`src/rtl/uart_pkg.sv`:
```
// Shared types and constants for the UART transmit-side blocks.
package uart_pkg;

    typedef enum logic [1:0] {
        ST_IDLE    = 2'd0,
        ST_HEADER  = 2'd1,
        ST_PAYLOAD = 2'd2
    } arb_state_t;

    // The header byte is tagged by its MSB so a receiver can tell it from payload.
    function automatic int hdr_mark_bit(input int data_length);
        return data_length - 1;
    endfunction

    localparam int DataLengthDefault = 8;
    localparam int HdrMarkBit        = hdr_mark_bit(DataLengthDefault);

endpackage

```
`src/rtl/uart_rr_pick.sv`:
```
// Combinational round-robin pick: first set bit of valid_i at or after ptr_i, wrapping.
module uart_rr_pick #(
    parameter int NumReq = 4,
    parameter int IdxW   = $clog2(NumReq)
) (
    input  logic [NumReq-1:0] valid_i,
    input  logic [IdxW-1:0]   ptr_i,
    output logic              found_o,
    output logic [NumReq-1:0] grant_o,
    output logic [IdxW-1:0]   idx_o
);

    int cand;

    always_comb begin
        found_o = 1'b0;
        grant_o = '0;
        idx_o   = '0;
        cand    = 0;
        for (int i = 0; i < NumReq; i++) begin
            cand = int'(ptr_i) + i;
            if (cand >= NumReq) begin
                cand = cand - NumReq;
            end
            if (!found_o && valid_i[cand[IdxW-1:0]]) begin
                found_o                  = 1'b1;
                grant_o[cand[IdxW-1:0]]  = 1'b1;
                idx_o                    = cand[IdxW-1:0];
            end
        end
    end

endmodule

```
`src/rtl/uart_tx_arbiter.sv`:
```
// Round-robin packet scheduler feeding one uart_tx through a one-entry FIFO-style slot.
module uart_tx_arbiter
    import uart_pkg::*;
#(
    parameter int NumReq     = 4,
    parameter int DataLength = 8,
    parameter int HeaderEn   = 1,
    parameter int MaxBurst   = 16
) (
    input  logic                         i_clk,
    input  logic                         i_rst,
    input  logic [NumReq-1:0]            i_req_valid,
    input  logic [NumReq*DataLength-1:0] i_req_data,
    input  logic [NumReq-1:0]            i_req_last,
    output logic [NumReq-1:0]            o_req_ready,
    output logic [NumReq-1:0]            o_grant,
    output logic                         o_busy,
    output logic [DataLength-1:0]        o_tx_fifo_data,
    output logic                         o_tx_fifo_empty,
    input  logic                         i_tx_fifo_read_en
);

    localparam int IdxW   = $clog2(NumReq);
    localparam int CntW   = $clog2(MaxBurst + 1);
    localparam int HdrBit = hdr_mark_bit(DataLength);

    arb_state_t            state_q, state_d;
    logic [IdxW-1:0]       rr_ptr_q, rr_ptr_d;
    logic [IdxW-1:0]       gidx_q, gidx_d;
    logic [NumReq-1:0]     grant_q, grant_d;
    logic [CntW-1:0]       cnt_q, cnt_d;
    logic                  out_valid_q, out_valid_d;
    logic [DataLength-1:0] out_data_q, out_data_d;

    logic [DataLength-1:0] req_bytes [NumReq];

    generate
        for (genvar gi = 0; gi < NumReq; gi++) begin : g_unpack
            assign req_bytes[gi] = i_req_data[gi*DataLength +: DataLength];
        end
    endgenerate

    logic              pick_found;
    logic [NumReq-1:0] pick_grant;
    logic [IdxW-1:0]   pick_idx;

    uart_rr_pick #(
        .NumReq (NumReq),
        .IdxW   (IdxW)
    ) u_pick (
        .valid_i (i_req_valid),
        .ptr_i   (rr_ptr_q),
        .found_o (pick_found),
        .grant_o (pick_grant),
        .idx_o   (pick_idx)
    );

    logic                  slot_free;
    logic [NumReq-1:0]     req_ready;
    logic                  accept;
    logic                  burst_done;
    logic [DataLength-1:0] hdr_byte;
    logic [IdxW-1:0]       next_ptr;

    // Ready is built only from registered state and the pop, never from request inputs.
    assign slot_free  = !out_valid_q || i_tx_fifo_read_en;
    assign req_ready  = (state_q == ST_PAYLOAD && slot_free) ? grant_q : '0;
    assign accept     = i_req_valid[gidx_q] && req_ready[gidx_q];
    assign burst_done = (cnt_q == CntW'(MaxBurst - 1));
    assign next_ptr   = (gidx_q == IdxW'(NumReq - 1)) ? '0 : gidx_q + IdxW'(1);

    always_comb begin
        hdr_byte               = '0;
        hdr_byte[HdrBit]       = 1'b1;
        hdr_byte[IdxW-1:0]     = gidx_q;
    end

    always_comb begin
        state_d     = state_q;
        rr_ptr_d    = rr_ptr_q;
        gidx_d      = gidx_q;
        grant_d     = grant_q;
        cnt_d       = cnt_q;
        out_valid_d = out_valid_q && !i_tx_fifo_read_en;
        out_data_d  = out_data_q;
        case (state_q)
            ST_IDLE: begin
                if (pick_found) begin
                    grant_d = pick_grant;
                    gidx_d  = pick_idx;
                    cnt_d   = '0;
                    state_d = (HeaderEn != 0) ? ST_HEADER : ST_PAYLOAD;
                end
            end
            ST_HEADER: begin
                if (slot_free) begin
                    out_valid_d = 1'b1;
                    out_data_d  = hdr_byte;
                    state_d     = ST_PAYLOAD;
                end
            end
            ST_PAYLOAD: begin
                if (accept) begin
                    out_valid_d = 1'b1;
                    out_data_d  = req_bytes[gidx_q];
                    cnt_d       = cnt_q + CntW'(1);
                    if (i_req_last[gidx_q] || burst_done) begin
                        state_d  = ST_IDLE;
                        grant_d  = '0;
                        rr_ptr_d = next_ptr;
                    end
                end
            end
            default: begin
                state_d = ST_IDLE;
                grant_d = '0;
            end
        endcase
    end

    always_ff @(posedge i_clk) begin
        if (i_rst) begin
            state_q     <= ST_IDLE;
            rr_ptr_q    <= '0;
            gidx_q      <= '0;
            grant_q     <= '0;
            cnt_q       <= '0;
            out_valid_q <= 1'b0;
            out_data_q  <= '0;
        end else begin
            state_q     <= state_d;
            rr_ptr_q    <= rr_ptr_d;
            gidx_q      <= gidx_d;
            grant_q     <= grant_d;
            cnt_q       <= cnt_d;
            out_valid_q <= out_valid_d;
            out_data_q  <= out_data_d;
        end
    end

    assign o_req_ready     = req_ready;
    assign o_grant         = grant_q;
    assign o_busy          = (state_q != ST_IDLE);
    assign o_tx_fifo_data  = out_data_q;
    assign o_tx_fifo_empty = !out_valid_q;

endmodule

```
`config.mk`:
```
export PLATFORM = sky130hd
export DESIGN_NAME = uart_tx_arbiter
export DESIGN_NICKNAME = d
export VERILOG_FILES = /design/src/rtl/uart_pkg.sv /design/src/rtl/uart_rr_pick.sv /design/src/rtl/uart_tx_arbiter.sv
export SDC_FILE = /design/constraint.sdc
export NUM_CORES = 1
export LEC_CHECK = 0
export BUFFER_PORTS_ARGS = -buffer_cell sky130_fd_sc_hd__buf_2
export CAP_MARGIN = 20
export CORE_MARGIN = 1.5
export CORE_UTILIZATION = 30
export CTS_CLUSTER_SIZE = 16
export DETAILED_ROUTE_END_ITERATION = 10
export PLACE_DENSITY_LB_ADDON = 0.2
export REMOVE_ABC_BUFFERS = 1
export SLEW_MARGIN = 15
export SYNTH_ARGS = -nofsm -noshare
export SYNTH_HDL_FRONTEND = slang
export SYNTH_SLANG_ARGS = --single-unit
```
`constraint.sdc`:
```
create_clock -name i_clk -period 2.8 [get_ports i_clk]
set_input_delay 0.7 -clock i_clk [delete_from_list [all_inputs] [get_ports i_clk]]
set_output_delay 0.7 -clock i_clk [all_outputs]
set_load 0.005 [all_outputs]
```
==> results_dict.tcl, run 1 <==
set metrics [dict create \
    slew_headroom_pct 69.8 \
    finalHoldViolCount 0 \
    critPathMaxFanout 7 \
    ios 61 \
    grt_usage_pct 13.8 \
    nets 330 \
    die_x_um 84.3 \
    antenna_found_initial 0 \
    coreArea_um2 6350 \
    syn_inst 216 \
    cts_buffer_depth 2 \
    place.gp.congestion 0.871 \
    ys_warn_count 0 \
    synth_xor_area_share_pct 0 \
    arrival_ns 2.53 \
    fin_skew_ns 0.0169 \
    vias 1831 \
    synth_area_leaders "dfxtp_1 24%, mux4_2 13%, ha_1 8.8%, mux2i_1 5.1%, nor2_1 4.2%" \
    rsz0062_at_grt "false" \
    cts.reportedPaths.clkPinSlew_ns 0.10 \
    drt-initial-drc-count 84 \
    max_freq_ghz 0.431 \
    critPathKind "reg -> reg" \
    grt.overflow.total 0 \
    regArea_um2 480 \
    holdWs_ns 0.474 \
    syn_area_per_cell_um2 9.18 \
    synth_top_family_by_area "compound AO/OA/AOI/OAI gates" \
    clockRootBuffer "clkbuf_8" \
    die_h_um 84.3 \
    min_period_ns 2.32 \
    cts.sinks 24 \
    synth.distinct_cells 44 \
    max_slew.worst_pin.slew_ns 0.440 \
    synth_ff_type "dfxtp_1" \
    critPathRequiredTime_ns 3.01 \
    area_growth_pct 22.2 \
    fin_area_um2 2420 \
    via_per_inst 5.25 \
    synth-edff-count 0 \
    synth_compound_area_share_pct 20.6 \
    dp_hpwl_um 3820 \
    placed_area_um2 2350 \
    cts_setup_buffers 0 \
    syn_area_um2 1980 \
    cellLeakagePower_nw 1.02 \
    antenna_cells 0 \
    synth_fa_ha_area_share_pct 8.84 \
    synth_simple_gate_area_share_pct 18.9 \
    async_reset_ff_share_pct 0 \
    grt_max_degree 21 \
    cts_max_level 1 \
    drt_wl_total_um 5000 \
    initial_core_util_pct 31.2 \
    cpMaxStageDelayCell "mux4_2" \
    finalSetupViolations 0 \
    route.detailed.wl_per_inst_um 14.3 \
    clock_latency_ns 0.28 \
    ir_worst_vdd_uv 462 \
    cap_violations 0 \
    tns_ns 0 \
    firstDrtPassIters 4 \
    yosysTopAreaCell "dfxtp_1" \
    final_cell_mix "60 x buf_2, 24 x dfxtp_1, 22 x nor2_1" \
    hold_class "reg -> reg" \
    ctsResizeCount 0 \
    die_area_um2 7100 \
    synth_seq_cells 24 \
    grt_pass1_wl_um 8110 \
    power_mw 1.63 \
    crit_path_end_kind "flop" \
    drv_slew 0 \
    rows 29 \
    fillers 638 \
    drive_above_1_share_pct 34.9 \
    ant_nets 0 \
    io_buffers 60 \
    path_cells "inv_1 > ha_1 > mux4_2 > nor2_1 > and4b_1 > o311ai_1 > a31oi_1" \
    cts_hold_buf 0 \
    yosys-mux-area-fraction_pct 20.4 \
    seq_area_frac_synth_pct 24.2 \
    yosysTopAreaCellShare_pct 24.2 \
    final_common_cell "buf_2" \
    cts_tree "done" \
    p_per_area_nw_per_um2 672 \
    drc 0 \
    status "finished clean" \
    slowest_delay_ns 0.58 \
    startpoint_type "flop" \
    first_global_vias 1685 \
    cts_made_buffers 3 \
    min_period_over_period_pct 82.8 \
    multi_input_area_um2 1360 \
]
## logic make-up after synthesis
| kind of cell | count (synthesis) |
|---|---|
| buffers and inverters | 29 |
| and+or+nand+nor | 70 |
| adders and majority gates | 14 |
| AOI/OAI and AO/OA | 53 |
| DFF | 24 |
| muxes | 26 |
## worst paths after layout
check        slack [ns]               from  depth (start not counted)           endpoint
max                0.48        rr_ptr_q[0]                          7          gidx_q[1]
min                0.47  o_tx_fifo_data[3]                          2  o_tx_fifo_data[3]
max reg2reg        0.48        rr_ptr_q[0]                          7          gidx_q[1]
min reg2reg        0.47  o_tx_fifo_data[3]                          2  o_tx_fifo_data[3]
## cells in the mapped netlist (all sizes together), types with 2 or more instances
master,n
a31oi,3
mux4,11
o31ai,2
a22o,4
nand2,14
a221oi,5
o21ai,6
nor2b,3
dfxtp,24
mux2i,10
o211ai,2
nand2b,8
clkbuf,6
a21oi,15
buf,11
ha,14
nor2,22
a211oi,3
a2111o,2
o2bb2ai,4
nand3b,3
nand3,8
inv,12
mux2,5
and3,6
## cell type report
type                            instances  share of cell area [%]
Multi-Input combinational cell        163                    56.2
Sequential cell                        24                    19.8
Timing Repair Buffer                   69                    15.2
Tap cell                               77                    3.98
Inverter                               12                    1.86
Clock buffer                            3                    1.70
Clock inverter                          1                    1.24
## sequential cells by signal (all words and copies together), names as in the netlist
name            count
gidx_q              2
cnt_q               5
rr_ptr_q            2
o_tx_fifo_data      8
out_valid_q         1
o_grant             4
state_q             2
## metal layers
metal	track usage, %	vias to the layer above	part of all wire [%]
met4	2.38	0	0.50
li1	-	906	-
met3	2.46	2	3.8
met2	24.2	40	51
met5	0	-	0
met1	17.9	883	45
## worst max-delay path, delay by kind of cell (launching register included)
family | cells | cell delay (ns)
AO/OA/AOI/OAI | 2 | 0.33
multiplexers | 1 | 0.58
AND/OR/NAND/NOR | 2 | 0.55
flip-flops | 1 | 0.33
adder cells (fa/ha/maj) | 1 | 0.35
buffers and inverters | 1 | 0.13
## metrics by stage
step                      setup WS, ns  util, %  instances
after CTS                        0.491     38.1        349
after global routing             0.365     38.1        349
after detailed placement         0.371     37.0        345
after global placement           0.416     37.0        345
final                            0.481     38.1        349
after floorplan                  0.225        -        199
## report_power, final
group / switching (mW) / leakage [nW] / total, mW / internal [mW]
sequential: 0.0667 / 0.195 / 0.472 / 0.406
combinational: 0.450 / 0.789 / 0.847 / 0.397
clock: 0.118 / 0.0357 / 0.309 / 0.191
(Power assumes the default switching activity.)
==> run 2: changes to the inputs <==
clock period = 2.1 ns   (was 2.8 ns; I/O delays follow)
==> run 2 against run 1 <==
- worst setup slack got worse by 0.44 ns
- first-iteration DRC count rose by 8.3%
- largest cell class unchanged
- sequential share of layout area fell by 0.94 points
- global-route usage rose by 0.68 points
- via count rose by 3.8%
- critical endpoint is now o_grant[0]
- critical path depth did not move
- die area did not move
==> results_dict.tcl, run 2 (same netlist as run 1, synthesis figures left out) <==
set metrics [dict create \
    status "finished clean" \
    first_global_vias 1778 \
    ios 61 \
    slew_headroom_pct 70.3 \
    largest_register_ffs 8 \
    drive_above_1_share_pct 43.8 \
    drt_wl_total_um 5300 \
    rr_endpoint "o_grant[0]" \
    gr-max-usage-layer "met2" \
    grt.overflow.total 0 \
    finish.utilization_pct 40.5 \
    firstDrtPassIters 4 \
    place.gp.congestion 0.839 \
    grt_max_degree 19 \
    grtUsageMet2_pct 24.1 \
    cts.sinks 24 \
    clockRootBuffer "clkbuf_8" \
    min_period_ns 2.06 \
    cp-endpoint "o_grant[0]" \
    grt_usage_pct 14.5 \
    critPathKind "reg -> reg" \
    fin_area_um2 2570 \
    initial_core_util_pct 31.2 \
    drc 0 \
    arrival_ns 2.28 \
    rsz0062_at_grt "true" \
    max_freq_ghz 0.486 \
    drt-initial-drc-count 91 \
    fin_skew_ns 0.00434 \
    finalHoldViolCount 0 \
    instances_no_fill 367 \
    dp.cells 361 \
    coreArea_um2 6350 \
    hold_depth 2 \
    cts_buffer_depth 2 \
    cts_tree "done" \
    final_cell_mix "61 x buf_2, 26 x buf_4, 21 x nor2_1" \
    rr_worst_depth 7 \
    min_period_over_period_pct 98.0 \
    route.detailed.wl_per_inst_um 14.4 \
    ant_nets 0 \
    cts_max_level 1 \
    clock_latency_ns 0.27 \
    cap_violations 0 \
    area_growth_pct 29.7 \
    finalSetupViolations 0 \
    die_area_um2 7100 \
    die_h_um 84.3 \
    rr_startpoint "rr_ptr_q[1]" \
    drv_slew 0 \
    cts_made_buffers 3 \
    placed_area_um2 2470 \
    hold_class "reg -> reg" \
    final_common_cell "buf_2" \
    grt_pass1_wl_um 8480 \
    regToRegSetupSlack_ns 0.04 \
    critPathRequiredTime_ns 2.32 \
    use_met1_pct 19.6 \
    critPathMaxFanout 7 \
    nets 349 \
    io_buffers 60 \
    antenna_found_initial 0 \
    cellLeakagePower_nw 1.10 \
    cts.reportedPaths.clkPinSlew_ns 0.09 \
    dp_hpwl_um 4130 \
    critPathLaunch "rr_ptr_q[1]" \
    use_met3_pct 2.36 \
    vias 1900 \
    p_per_area_nw_per_um2 829 \
    max_slew.worst_pin.slew_ns 0.445 \
    startpoint_type "flop" \
    ir_worst_vdd_uv 500 \
    crit_path_end_kind "flop" \
    via_per_inst 5.18 \
    antenna_cells 0 \
    rows 29 \
    die_x_um 84.3 \
]
run 2: changes by cell type in the layout (fill, tap and decap cells not counted), moves of 2 or more:
cell,previous run,this run
dfxtp_1,24,20
buf_4,9,26
inv_1,12,8
dfxtp_2,0,4
inv_2,0,4
ha_1,14,12
run 2: worst max-delay path, cell delays in order (launching register included):
cell	delay, ns
dfxtp_2	0.35
inv_2	0.05
ha_4	0.27
mux4_2	0.59
nor2_2	0.15
and4b_2	0.31
o2bb2ai_1	0.15
a22o_1	0.14
run 2: how the worst min path moves through the flow:
stage                           start           endpoint  slack [ns]
finish              o_tx_fifo_data[4]  o_tx_fifo_data[4]        0.47
CTS                 o_tx_fifo_data[3]  o_tx_fifo_data[3]        0.47
floorplan                    cnt_q[1]           cnt_q[1]        0.46
global placement    o_tx_fifo_data[2]  o_tx_fifo_data[2]        0.46
detailed placement  o_tx_fifo_data[3]  o_tx_fifo_data[3]        0.46
global route        o_tx_fifo_data[2]  o_tx_fifo_data[2]        0.50
run 2: cell type report:
class	instances	area, µm²
Fill cell	635	3780
Inverter	12	45.0
Sequential cell	24	485
Tap cell	77	96.3
Timing Repair Buffer	88	512
Multi-Input combinational cell	163	1390
Clock buffer	3	41.3
run 2: metal layers:
layer | routed length [µm] | share of wire [%] | up-vias
met2 | 2700 | 51 | 22
li1 | - | - | 948
met4 | 34 | 0.64 | 0
met5 | 0 | 0 | -
met3 | 109 | 2.1 | 4
met1 | 2450 | 46 | 926
run 2: through the flow:
| step | setup WS, ns | hold WS (ns) | power, mW | setup TNS, ns |
|---|---|---|---|---|
| after floorplan | -0.475 | 0.457 | 1.39 | -5.59 |
| after global placement | -0.0960 | 0.458 | 1.80 | -0.333 |
| after global routing | -0.0741 | 0.497 | 2.28 | -0.289 |
| final | 0.0411 | 0.474 | 2.13 | 0 |
| after CTS | 0.0331 | 0.475 | 2.10 | 0 |
| after detailed placement | -0.101 | 0.460 | 1.81 | -0.617 |
run 2: repair_timing:
action	in CTS	in global routing
pin swaps	2	6
buffers inserted	0	2
cloned	0	1
endpoints found under the setup margin	6	10
gates resized for setup	4	11
hold buffers	0	0
run 2: power breakdown:
group | switching, mW | internal, mW
Sequential | 0.0958 | 0.545
Combinational | 0.621 | 0.587
Clock | 0.154 | 0.129
==> run 3: changes to the inputs <==
==> constraint.sdc (replaced) <==
create_clock -name i_clk -period 2.1 [get_ports i_clk]
set_input_delay 0.525 -clock i_clk [delete_from_list [all_inputs] [get_ports i_clk]]
set_output_delay 0.525 -clock i_clk [all_outputs]
set_load 0.1 [all_outputs]
==> run 3 against run 2 <==
- global-route usage grew 0.11 points
- first-iteration DRC count decreased by 8.8%
- sequential cell count unchanged
- register-to-register slack worse by 0.03 ns
- die area stayed put
- clock skew shrank 0.0022 ns
- via count is 1.4% lower
- clock-buffer cell count up 1
- core utilization increased by 1.9 points
- hold slack lost 0.0037 ns
- sequential share of layout area decreased by 0.90 points
- worst setup slack lost 0.026 ns
==> results_dict.tcl, run 3 (same netlist as run 1, synthesis figures left out) <==
set metrics [dict create \
    drc 0 \
    critPathKind "reg -> reg" \
    ant_nets 0 \
    firstDrtPassIters 4 \
    via_per_inst 5.12 \
    final_cell_mix "55 x buf_2, 24 x buf_4, 21 x nor2_1, 21 x dfxtp_1" \
    finish.utilization_pct 42.4 \
    vias 1873 \
    tns_ns 0 \
    finalSetupViolations 0 \
    rows 29 \
    setup_slack_ns 0.0152 \
    cts.reportedPaths.clkPinSlew_ns 0.09 \
    cellLeakagePower_nw 1.12 \
    cts_tree "done" \
    grt_pass1_wl_um 8540 \
    p_per_area_nw_per_um2 1050 \
    clock_latency_ns 0.27 \
    cts_hold_buf 0 \
    cap_violations 0 \
    antenna_cells 0 \
    cts_buffer_depth 2 \
    grt_usage_pct 14.6 \
    drt_wl_total_um 5280 \
    status "finished clean" \
    min_period_over_period_pct 99.3 \
    die_x_um 84.3 \
    grt.overflow.total 0 \
    ir_worst_vdd_uv 692 \
    die_area_um2 7100 \
    drive_above_1_share_pct 45.0 \
    max_freq_ghz 0.480 \
    antenna_found_initial 0 \
    grt_max_degree 19 \
    critPathMaxFanout 7 \
    cts_made_buffers 3 \
    drv_slew 0 \
    first_global_vias 1790 \
    cts.sinks 24 \
    dp_hpwl_um 4130 \
    route.detailed.wl_per_inst_um 14.4 \
    pre_cts_slack_ns -0.123 \
    largest_register_ffs 8 \
    ios 61 \
    finalHoldViolCount 0 \
    slew_headroom_pct 67.3 \
    fin_skew_ns 0.00218 \
    startpoint_type "flop" \
    coreArea_um2 6350 \
    place.gp.congestion 0.833 \
    max_slew.worst_pin.slew_ns 0.494 \
    critPathRequiredTime_ns 2.32 \
    cts_setup_buffers 0 \
    drt-initial-drc-count 83 \
    final_common_cell "buf_2" \
    clockRootBuffer "clkbuf_8" \
    area_growth_pct 35.8 \
    io_buffers 60 \
    rsz0062_at_grt "true" \
    initial_core_util_pct 31.2 \
    crit_path_end_kind "flop" \
    die_h_um 84.3 \
    arrival_ns 2.30 \
    min_period_ns 2.08 \
    nets 347 \
    cts_max_level 1 \
    hold_class "reg -> reg" \
]
## run 3: final cells by class
cell class,instances,area [µm²]
fill,626,3660
multi-input combinational,163,1420
timing repair buffer,86,587
sequential,24,484
tap,77,96.3
clock buffer,4,55.1
inverter,12,45.0
## run 3: per-layer routing
layer	wire length (µm)	track usage [%]
met4	29	2.24
met3	83	2.06
met5	0	0
met1	2520	19.8
met2	2650	25.2
## run 3: worst max-delay path: stages, from the launching register on
cell and delay, ns:
dfxtp_2 0.35, inv_2 0.05, ha_4 0.27, mux4_2 0.60, nor2_2 0.14, and4b_2 0.32
o2bb2ai_1 0.15, a22o_1 0.15
## run 3: power by group
part	internal (mW)	switching, mW
sequential	0.543	0.0995
clock	0.168	0.152
combinational	0.700	1.17
## run 3: final timing paths
check	start	cells after the start	endpoint	slack [ns]
worst max register to register	rr_ptr_q[1]	7	o_grant[2]	0.02
worst min register to register	o_tx_fifo_data[3]	2	o_tx_fifo_data[3]	0.47
worst min-delay path	o_tx_fifo_data[3]	2	o_tx_fifo_data[3]	0.47
worst max-delay path	rr_ptr_q[1]	7	o_grant[2]	0.02
## run 3: timing repair
action                                  CTS  global route
pin swaps                                 4             1
endpoints found under the setup margin    6            20
cloned                                    0             1
gates resized for setup                  11            13
## run 3: stage by stage
step	cell area (µm²)	hold WS, ns	instances	power (mW)
global placement	2550	0.454	361	2.40
finish	2690	0.471	366	2.83
floorplan	1890	0.457	199	1.90
CTS	2640	0.472	365	2.73
global route	2690	0.496	366	3.00
detailed placement	2550	0.457	361	2.41
